<file path="src/rtl/serial_detect_pkg.sv">
// ---------------------------------------------------------------------------
// serial_detect_pkg
//
// Shared types and width helpers for the serial detect scheduler and its
// 1->0 sequence detector.
//   sched_state_e : scheduler control state (IDLE / SHIFT / REPORT)
//   det_state_e   : detector state (S0..S3); S1/S2/S3 all mean "last bit was 1"
//   count_width() : bits needed to hold a hit count of 0..w
//   id_width()    : bits needed to hold a channel index 0..n-1
// ---------------------------------------------------------------------------
package serial_detect_pkg;

    typedef enum logic [1:0] {
        IDLE   = 2'd0,
        SHIFT  = 2'd1,
        REPORT = 2'd2
    } sched_state_e;

    typedef enum logic [1:0] {
        S0 = 2'd0,
        S1 = 2'd1,
        S2 = 2'd2,
        S3 = 2'd3
    } det_state_e;

    function automatic int count_width(input int w);
        return $clog2(w + 1);
    endfunction

    function automatic int id_width(input int n);
        return (n < 2) ? 1 : $clog2(n);
    endfunction

endpackage

</file>
<file path="src/rtl/ones_zero_detector_fsm.sv">
// ---------------------------------------------------------------------------
// ones_zero_detector_fsm
//
// Four-state Mealy detector: y=1 flags a 0 that follows one or more 1s.
// Ports:
//   clock  : rising-edge clock
//   reset  : asynchronous, active-low; forces S0
//   clear  : synchronous clear to S0 (wins over enable)
//   enable : advance the state on this edge
//   x      : serial input bit
//   y      : Mealy output, valid whenever enable is high
// ---------------------------------------------------------------------------
module ones_zero_detector_fsm
    import serial_detect_pkg::*;
(
    input  logic clock,
    input  logic reset,
    input  logic clear,
    input  logic enable,
    input  logic x,
    output logic y
);

    det_state_e state_q;
    det_state_e state_d;

    always_ff @(posedge clock or negedge reset) begin
        if (!reset) begin
            state_q <= S0;
        end else begin
            state_q <= state_d;
        end
    end

    always_comb begin
        state_d = state_q;
        y       = 1'b0;

        if (clear) begin
            state_d = S0;
        end else if (enable) begin
            case (state_q)
                S0:      state_d = x ? S1 : S0;
                S1:      state_d = x ? S3 : S0;
                S3:      state_d = x ? S2 : S0;
                S2:      state_d = x ? S2 : S0;
                default: state_d = S0;
            endcase
        end

        // Every non-S0 state remembers a preceding 1, so a 0 now is a hit.
        if (state_q != S0) begin
            y = ~x;
        end
    end

endmodule

</file>
<file path="src/rtl/serial_detect_scheduler.sv">
// ---------------------------------------------------------------------------
// serial_detect_scheduler
//
// Round-robin scheduler sharing one 1->0 serial detector among N_CH word
// producers. A granted word is shifted LSB-first through the detector, one
// bit per clock, and the hit count is returned with the channel id.
// Ports:
//   clock      : rising-edge clock
//   reset      : asynchronous, active-low
//   req_valid  : per-channel word offered
//   req_data   : channel i word at [i*W +: W]
//   req_ready  : one-hot accept pulse (combinational, only in IDLE)
//   res_valid  : result available (held until res_ready)
//   res_ready  : consumer accepts result
//   res_ch     : channel that produced the result
//   res_count  : number of detector hits in the word
//   busy       : high while shifting or reporting
// ---------------------------------------------------------------------------
module serial_detect_scheduler
    import serial_detect_pkg::*;
#(
    parameter int N_CH = 4,
    parameter int W    = 8
) (
    input  logic                          clock,
    input  logic                          reset,
    input  logic [N_CH-1:0]               req_valid,
    input  logic [N_CH*W-1:0]             req_data,
    output logic [N_CH-1:0]               req_ready,
    output logic                          res_valid,
    input  logic                          res_ready,
    output logic [id_width(N_CH)-1:0]     res_ch,
    output logic [count_width(W)-1:0]     res_count,
    output logic                          busy
);

    localparam int ID_W  = id_width(N_CH);
    localparam int CNT_W = count_width(W);

    sched_state_e     state_q,  state_d;
    logic [ID_W-1:0]  rr_ptr_q, rr_ptr_d;
    logic [ID_W-1:0]  res_ch_q, res_ch_d;
    logic [CNT_W-1:0] count_q,  count_d;
    logic [CNT_W-1:0] bitcnt_q, bitcnt_d;
    logic [W-1:0]     shreg_q,  shreg_d;

    logic             grant_any;
    logic [ID_W-1:0]  grant_idx;
    logic [W-1:0]     grant_word;
    logic             det_clear;
    logic             det_en;
    logic             det_y;

    // Round-robin search: walk offsets from high to low so the smallest
    // offset from rr_ptr (the highest priority) is the last to be written.
    always_comb begin
        int c;
        grant_any = 1'b0;
        grant_idx = '0;
        c         = 0;
        for (int k = N_CH - 1; k >= 0; k--) begin
            c = int'(rr_ptr_q) + k;
            if (c >= N_CH) begin
                c = c - N_CH;
            end
            if (req_valid[ID_W'(c)]) begin
                grant_any = 1'b1;
                grant_idx = ID_W'(c);
            end
        end
    end

    always_comb begin
        grant_word = '0;
        for (int i = 0; i < N_CH; i++) begin
            if (grant_idx == ID_W'(i)) begin
                grant_word = req_data[i*W +: W];
            end
        end
    end

    ones_zero_detector_fsm u_det (
        .clock  (clock),
        .reset  (reset),
        .clear  (det_clear),
        .enable (det_en),
        .x      (shreg_q[0]),
        .y      (det_y)
    );

    always_comb begin
        state_d   = state_q;
        rr_ptr_d  = rr_ptr_q;
        res_ch_d  = res_ch_q;
        count_d   = count_q;
        bitcnt_d  = bitcnt_q;
        shreg_d   = shreg_q;
        req_ready = '0;
        det_clear = (state_q == IDLE);
        det_en    = (state_q == SHIFT);

        case (state_q)
            IDLE: begin
                if (grant_any) begin
                    req_ready[grant_idx] = 1'b1;
                    shreg_d  = grant_word;
                    count_d  = '0;
                    bitcnt_d = '0;
                    res_ch_d = grant_idx;
                    rr_ptr_d = (grant_idx == ID_W'(N_CH - 1)) ? '0
                                                              : grant_idx + ID_W'(1);
                    state_d  = SHIFT;
                end
            end
            SHIFT: begin
                shreg_d  = shreg_q >> 1;
                count_d  = count_q + CNT_W'(det_y);
                bitcnt_d = bitcnt_q + CNT_W'(1);
                if (bitcnt_q == CNT_W'(W - 1)) begin
                    state_d = REPORT;
                end
            end
            REPORT: begin
                if (res_ready) begin
                    state_d = IDLE;
                end
            end
            default: begin
                state_d = IDLE;
            end
        endcase
    end

    always_ff @(posedge clock or negedge reset) begin
        if (!reset) begin
            state_q  <= IDLE;
            rr_ptr_q <= '0;
            res_ch_q <= '0;
            count_q  <= '0;
            bitcnt_q <= '0;
        end else begin
            state_q  <= state_d;
            rr_ptr_q <= rr_ptr_d;
            res_ch_q <= res_ch_d;
            count_q  <= count_d;
            bitcnt_q <= bitcnt_d;
        end
    end

    // Word payload only; its contents are meaningless outside SHIFT.
    always_ff @(posedge clock) begin
        shreg_q <= shreg_d;
    end

    assign res_valid = (state_q == REPORT);
    assign busy      = (state_q != IDLE);
    assign res_ch    = res_ch_q;
    assign res_count = count_q;

endmodule

</file>
<file path="config.mk">
export PLATFORM = sky130hd
export DESIGN_NAME = serial_detect_scheduler
export DESIGN_NICKNAME = d
export VERILOG_FILES = /design/src/rtl/serial_detect_pkg.sv /design/src/rtl/ones_zero_detector_fsm.sv /design/src/rtl/serial_detect_scheduler.sv
export SDC_FILE = /design/constraint.sdc
export NUM_CORES = 1
export LEC_CHECK = 0
export BUFFER_PORTS_ARGS = -buffer_cell sky130_fd_sc_hd__buf_4
export CAP_MARGIN = 20
export CELL_PAD_IN_SITES_DETAIL_PLACEMENT = 0
export CELL_PAD_IN_SITES_GLOBAL_PLACEMENT = 1
export CORE_MARGIN = 8
export CORE_UTILIZATION = 35
export DETAILED_ROUTE_END_ITERATION = 12
export PLACE_DENSITY = 0.82
export SLEW_MARGIN = 30
export SYNTH_ARGS = -nofsm -noshare
export SYNTH_HDL_FRONTEND = slang
export SYNTH_HIERARCHICAL = 1
export SYNTH_SLANG_ARGS = --single-unit
</file>
<file path="constraint.sdc">
create_clock -name clock -period 2.6 [get_ports clock]
set_input_delay 0.52 -clock clock [delete_from_list [all_inputs] [get_ports clock]]
set_output_delay 0.52 -clock clock [all_outputs]
set_load 0.01 [all_outputs]
</file>
==> metrics, run 1 <==
worst vdd ir 403 uV; area leader, netlist dfrtp_1; WL/cell 14.8 um; cell area after synthesis 1540 um^2; number of max-cap violations 0; Yosys top cell area share 0.259; Worst setup SP type register; most common cell in the synthesized netlist a21oi_1; Seq/Total Area, Yosys 0.415; Netlist cell types 42; worst r2r path cells 8; TritonCTS clock tree done; Fillers 400; vias in the first global route 1368; EDFF count, synth 8; syn_nets 205; ANT nets after route 0; die height 82.4 um; CTS Sinks 24; Core Rows 24; vias per inst 5.27; CP endpoint kind output port; latest clock arrival within the worst-skew pair 270 ps; CP Class reg2out; status completed; post_cts resized 0; DR vias 1369; max-slew headroom at the worst pin 0.719; Layout Area Growth over Synthesis 32.3%; pwr/cell area 1090 nW/um^2; Post-CTS Setup Repair Bufs 0; setup slack at placement 53.2 ps; Pleak 0.000943 uW; total CTS buffers 3; GRT Total Usage 0.115; die area 6790 um^2; Buffers on Ports 50; crit path from rr_ptr_q[1]; worst setup margin 148 ps; DRC 0; Critical R2R Capture shreg_q[5]; #FFs+latches synth 24; I/O pin count 51; DP HPWL 2.95 mm; Max Fclk 408 MHz; Pre-antenna DRT Iters 4; cell chosen for the clock root clkbuf_8; Ant. Diodes 0; RSZ-0062 raised after global routing false; Final period util 0.943; synth top area cells dfrtp_1, edfxtp_1, a21oi_1; RR Startpoint rr_ptr_q[1]; first-pass GRT wire length 6.29 mm; initial DRC count 105; nets@finish 255; initial antenna violation count 0; YS warnings 6; Final Max Slew Viols 0; Final Hold Fails 0; share of post-route cells with drive strength above 1 0.346; Final Non-Filler Cells 260; r2r setup slk 300 ps; Slew @ Worst Pin 418 ps; crit path DAT 1930 ps; Cells after Synth 159; post-route clock skew 2.77 ps; crit path max fanout 6; clock buffer depth 2; # hold bufs at CTS 0; Critical Path Sink req_ready[1]; Reg clk slew, reported paths 90 ps; Syn Area/Cell 9.71 um^2; Main synth FF type dfrtp_1; gpl congestion 0.799; htree depth 1; die width 82.4 um; top cells by count, synth a21oi_1, dfrtp_1, nor2_1; Setup-failing EPs final 0; Req. time, crit path 2080 ps; initial core utilization 0.360; Setup Total Neg Slack 0 ps; post-layout min period 2450 ps; Overflow after GRT 0; Cell Count Post-Placement 256; pin count of the biggest net entering global routing 18; Post-synth ARST share 0.667; Total Wirelength 3.84 mm; Hold Path Class in2async; Core Box Area 4290 um^2
[state kept, by name, indices dropped and copies added (netlist names)]
register / flops
shreg_q: 8
bitcnt_q: 4
res_count: 4
res_ch: 2
rr_ptr_q: 2
state_q: 2
u_det/state_q: 2
[power breakdown]
part           internal, uW  total [uW]  switching, uW
logic                   577        1180            603
registers               615         759            144
clock network           167         290            122
[placed cells by master (no fill, tap or decap), drive strengths merged, types with 3 or more instances in the layout]
cell type,synthesis,layout
a221o,8,8
o21ai,6,6
a22o,5,5
a21oi,26,26
and3,4,4
mux2,3,3
clkbuf,4,4
nand2b,5,5
dfrtp,16,16
ha,7,7
nor2,11,11
edfxtp,8,8
nand3b,9,9
nand2,6,6
buf,5,54
inv,11,11
[logic make-up (layout without fill, tap and decap cells)]
family | Yosys count | count (layout) | synth area share
adders and majority gates | 7 | 7 | 0.0567
DFF | 24 | 24 | 0.415
AOI/OAI and AO/OA | 53 | 53 | 0.240
buffers and inverters | 20 | 69 | 0.0559
xor gates and xnor gates | 1 | 1 | 0.00567
muxes | 5 | 5 | 0.0348
and+or+nand+nor | 49 | 49 | 0.192
[how the worst min path moves through the flow]
stage                     startpoint            to  slack, ps  cells past startpoint
after floorplan                reset   bitcnt_q[0]        220                      0
after global placement         reset   bitcnt_q[2]        390                      1
after detailed placement       reset  res_count[2]        390                      1
after CTS                      reset  res_count[2]         90                      1
after global routing           reset    state_q[0]         90                      1
final                          reset    state_q[0]         90                      1
[critical path, cell delays in order (launching register included)]
cell	delay (ps)
dfrtp_2	450
nand4b_1	100
o21ai_0	150
or3_1	440
ha_1	210
and3_1	160
buf_4	140
[metal layers]
| metal | track usage | vias up | wire (um) |
|---|---|---|---|
| met2 | 0.166 | 39 | 1670 |
| met4 | 0.0368 | 0 | 48 |
| met3 | 0.0271 | 6 | 206 |
| li1 | - | 688 | - |
| met1 | 0.163 | 636 | 1910 |
| met5 | 0 | - | 0 |
[through the flow]
stage	util	cell area, um^2	hold slack [ps]	total power [uW]
global placement	0.459	1970	387	1930
CTS	0.474	2040	91.4	2240
finish	0.476	2040	86.8	2230
floorplan	-	1540	224	1610
global route	0.476	2040	90.7	2430
detailed placement	0.459	1970	390	1940
[cell type report]
| cell class | count | area, um^2 | area share |
|---|---|---|---|
| Clock buffer | 4 | 66.3 | 0.0325 |
| Multi-Input combinational cell | 115 | 822 | 0.403 |
| Tap cell | 52 | 65.1 | 0.0319 |
| Timing Repair Buffer | 54 | 405 | 0.199 |
| Sequential cell | 24 | 642 | 0.314 |
| Inverter | 11 | 41.3 | 0.0202 |
Power figures use the tool's default switching activity.
==> run 2: changes to the inputs <==
Settings changed: BUFFER_PORTS_ARGS -buffer_cell sky130_fd_sc_hd__buf_4 to -buffer_cell sky130_fd_sc_hd__buf_2.
==> run 2 against run 1 <==
- cell count unchanged
- sequential power about the same
- setup slack lost 3.0 ps
- critical endpoint unchanged
- highest routed layer unchanged
==> metrics, run 2 (synthesized netlist as in run 1, its figures left out) <==
RR Startpoint rr_ptr_q[1]; post-route clock skew 1.97 ps (-0.800 ps); vias per inst 5.29 (+0.51%); Reg clk slew, reported paths 80 ps (about the same); worst vdd ir 386 uV (-4.4%); placed inst area 1840 um^2 (-6.4%); htree depth 1 (unchanged); Fillers 423 (+5.8%); number of flip-flops in the largest register 8 (unchanged); post-layout min period 2450 ps (+2.96 ps); DRC 0 (unchanged); # hold bufs at CTS 0 (unchanged); total CTS buffers 3 (unchanged); Overflow after GRT 0 (unchanged); post_cts resized 0 (unchanged); pin count of the biggest net entering global routing 18 (unchanged); multi-input logic area 822 um^2 (unchanged); Final period util 0.944 (+0.00114); initial DRC count 57 (-46%); Reg with most FFs shreg_q; Largest stage delay, worst path 430 ps (-20 ps); Setup-failing EPs final 0 (unchanged); die area 6790 um^2 (unchanged); Max stage delay cell, worst path dfrtp_2; latest clock arrival within the worst-skew pair 260 ps (about the same); Min Hold Slack 155 ps (+68.3 ps); Pleak 0.000901 uW (-4.4%); Final Max Slew Viols 0 (unchanged); cell chosen for the clock root clkbuf_8; GRT Total Usage 0.111 (-0.00365); CP top delay family simple AND/OR/NAND/NOR gates; max-slew headroom at the worst pin 0.719 (about the same); initial core utilization 0.360 (unchanged); CP Class reg2out; gpl congestion 0.809 (+1.3%); Hold Path Class in2async; fin util 0.444 (-0.0318); register area 642 um^2 (unchanged); share of post-route cells with drive strength above 1 0.346 (unchanged); Final Hold Fails 0 (unchanged); ANT nets after route 0 (unchanged); clock buffer depth 2 (unchanged); CP Depth 6 (unchanged); die width 82.4 um (unchanged); crit path max fanout 6 (unchanged); commonest non-fill, non-tap cell in the layout buf_2; Core Box Area 4290 um^2 (unchanged); Core Rows 24 (unchanged); Ant. Diodes 0 (unchanged); worst path cell trace nand2b_1 -> o21ai_0 -> or3_1 -> ha_1 -> and3_1 -> buf_2; worst r2r path cells 8 (unchanged); Pwr Total 2140 uW (-4.0%); WL/cell 14.6 um (-0.91%); Critical R2R Capture shreg_q[5]; Layout Area Growth over Synthesis 23.4%; crit path DAT 1930 ps (about the same); Req. time, crit path 2080 ps (about the same); Worst setup SP type register; Final Cell Area 1910 um^2 (-6.7%); nets@finish 255 (unchanged); Post-CTS Setup Repair Bufs 0 (unchanged); Total Wirelength 3.80 mm (-0.91%); initial antenna violation count 0 (unchanged); number of max-cap violations 0 (unchanged); Slew @ Worst Pin 418 ps (-0.0638 ps); DP HPWL 2.93 mm (-0.42%); pwr/cell area 1120 nW/um^2 (+2.8%); Pre-antenna DRT Iters 4 (unchanged); DR vias 1376 (+0.51%); Buffers on Ports 50 (unchanged); crit path from rr_ptr_q[1]; r2r setup slk 270 ps (-30 ps); Critical Path Sink req_ready[1]; TritonCTS clock tree done; CP bufs+invs 1 (unchanged); CP endpoint kind output port; CTS Sinks 24 (unchanged); first-pass GRT wire length 6.12 mm (-2.6%); commonest non-fill, non-tap cells in the layout buf_2, a21oi_1, dfrtp_1; Max Fclk 407 MHz (-0.12%); vias in the first global route 1355 (-0.95%); RSZ-0062 raised after global routing false; status completed; die height 82.4 um (unchanged); Setup Total Neg Slack 0 ps (unchanged); I/O pin count 51 (unchanged)
run 2: cell counts in the layout (fill, tap and decap cells not counted):
No cell type changed its count.
run 2: stage by stage:
stage / instances / worst slack [ps]
6_report: 260 / 145
5_1_grt: 260 / 13.2
4_1_cts: 260 / 72.6
3_5_place_dp: 256 / 39.4
3_3_place_gp: 256 / 53.6
2_1_floorplan: 159 / 101
run 2: worst min path at each step:
stage,cells past startpoint,to,startpoint
2_1_floorplan,0,bitcnt_q[0],reset
3_3_place_gp,1,bitcnt_q[2],reset
3_5_place_dp,1,res_count[2],reset
4_1_cts,1,res_count[0],reset
5_1_grt,1,state_q[1],reset
6_report,1,state_q[1],reset
run 2: cell type report:
class,count,area share
well taps,52,0.0341
multi-input cells,115,0.431
clock buffers,4,0.0289
inverters,11,0.0217
flip-flops and latches,24,0.337
repair buffers,54,0.147
run 2: report_power, final:
part,total [uW],switching (uW),internal (uW)
clock network,252,117,135
registers,758,143,615
logic,1130,597,531
total,2140,857,1280
run 2: per-layer routing:
layer	vias to the layer above	wire length, um	GRT usage
li1	695	-	-
met2	38	1720	0.169
met4	0	28	0.0298
met3	4	213	0.0238
met1	639	1840	0.154
met5	-	0	0
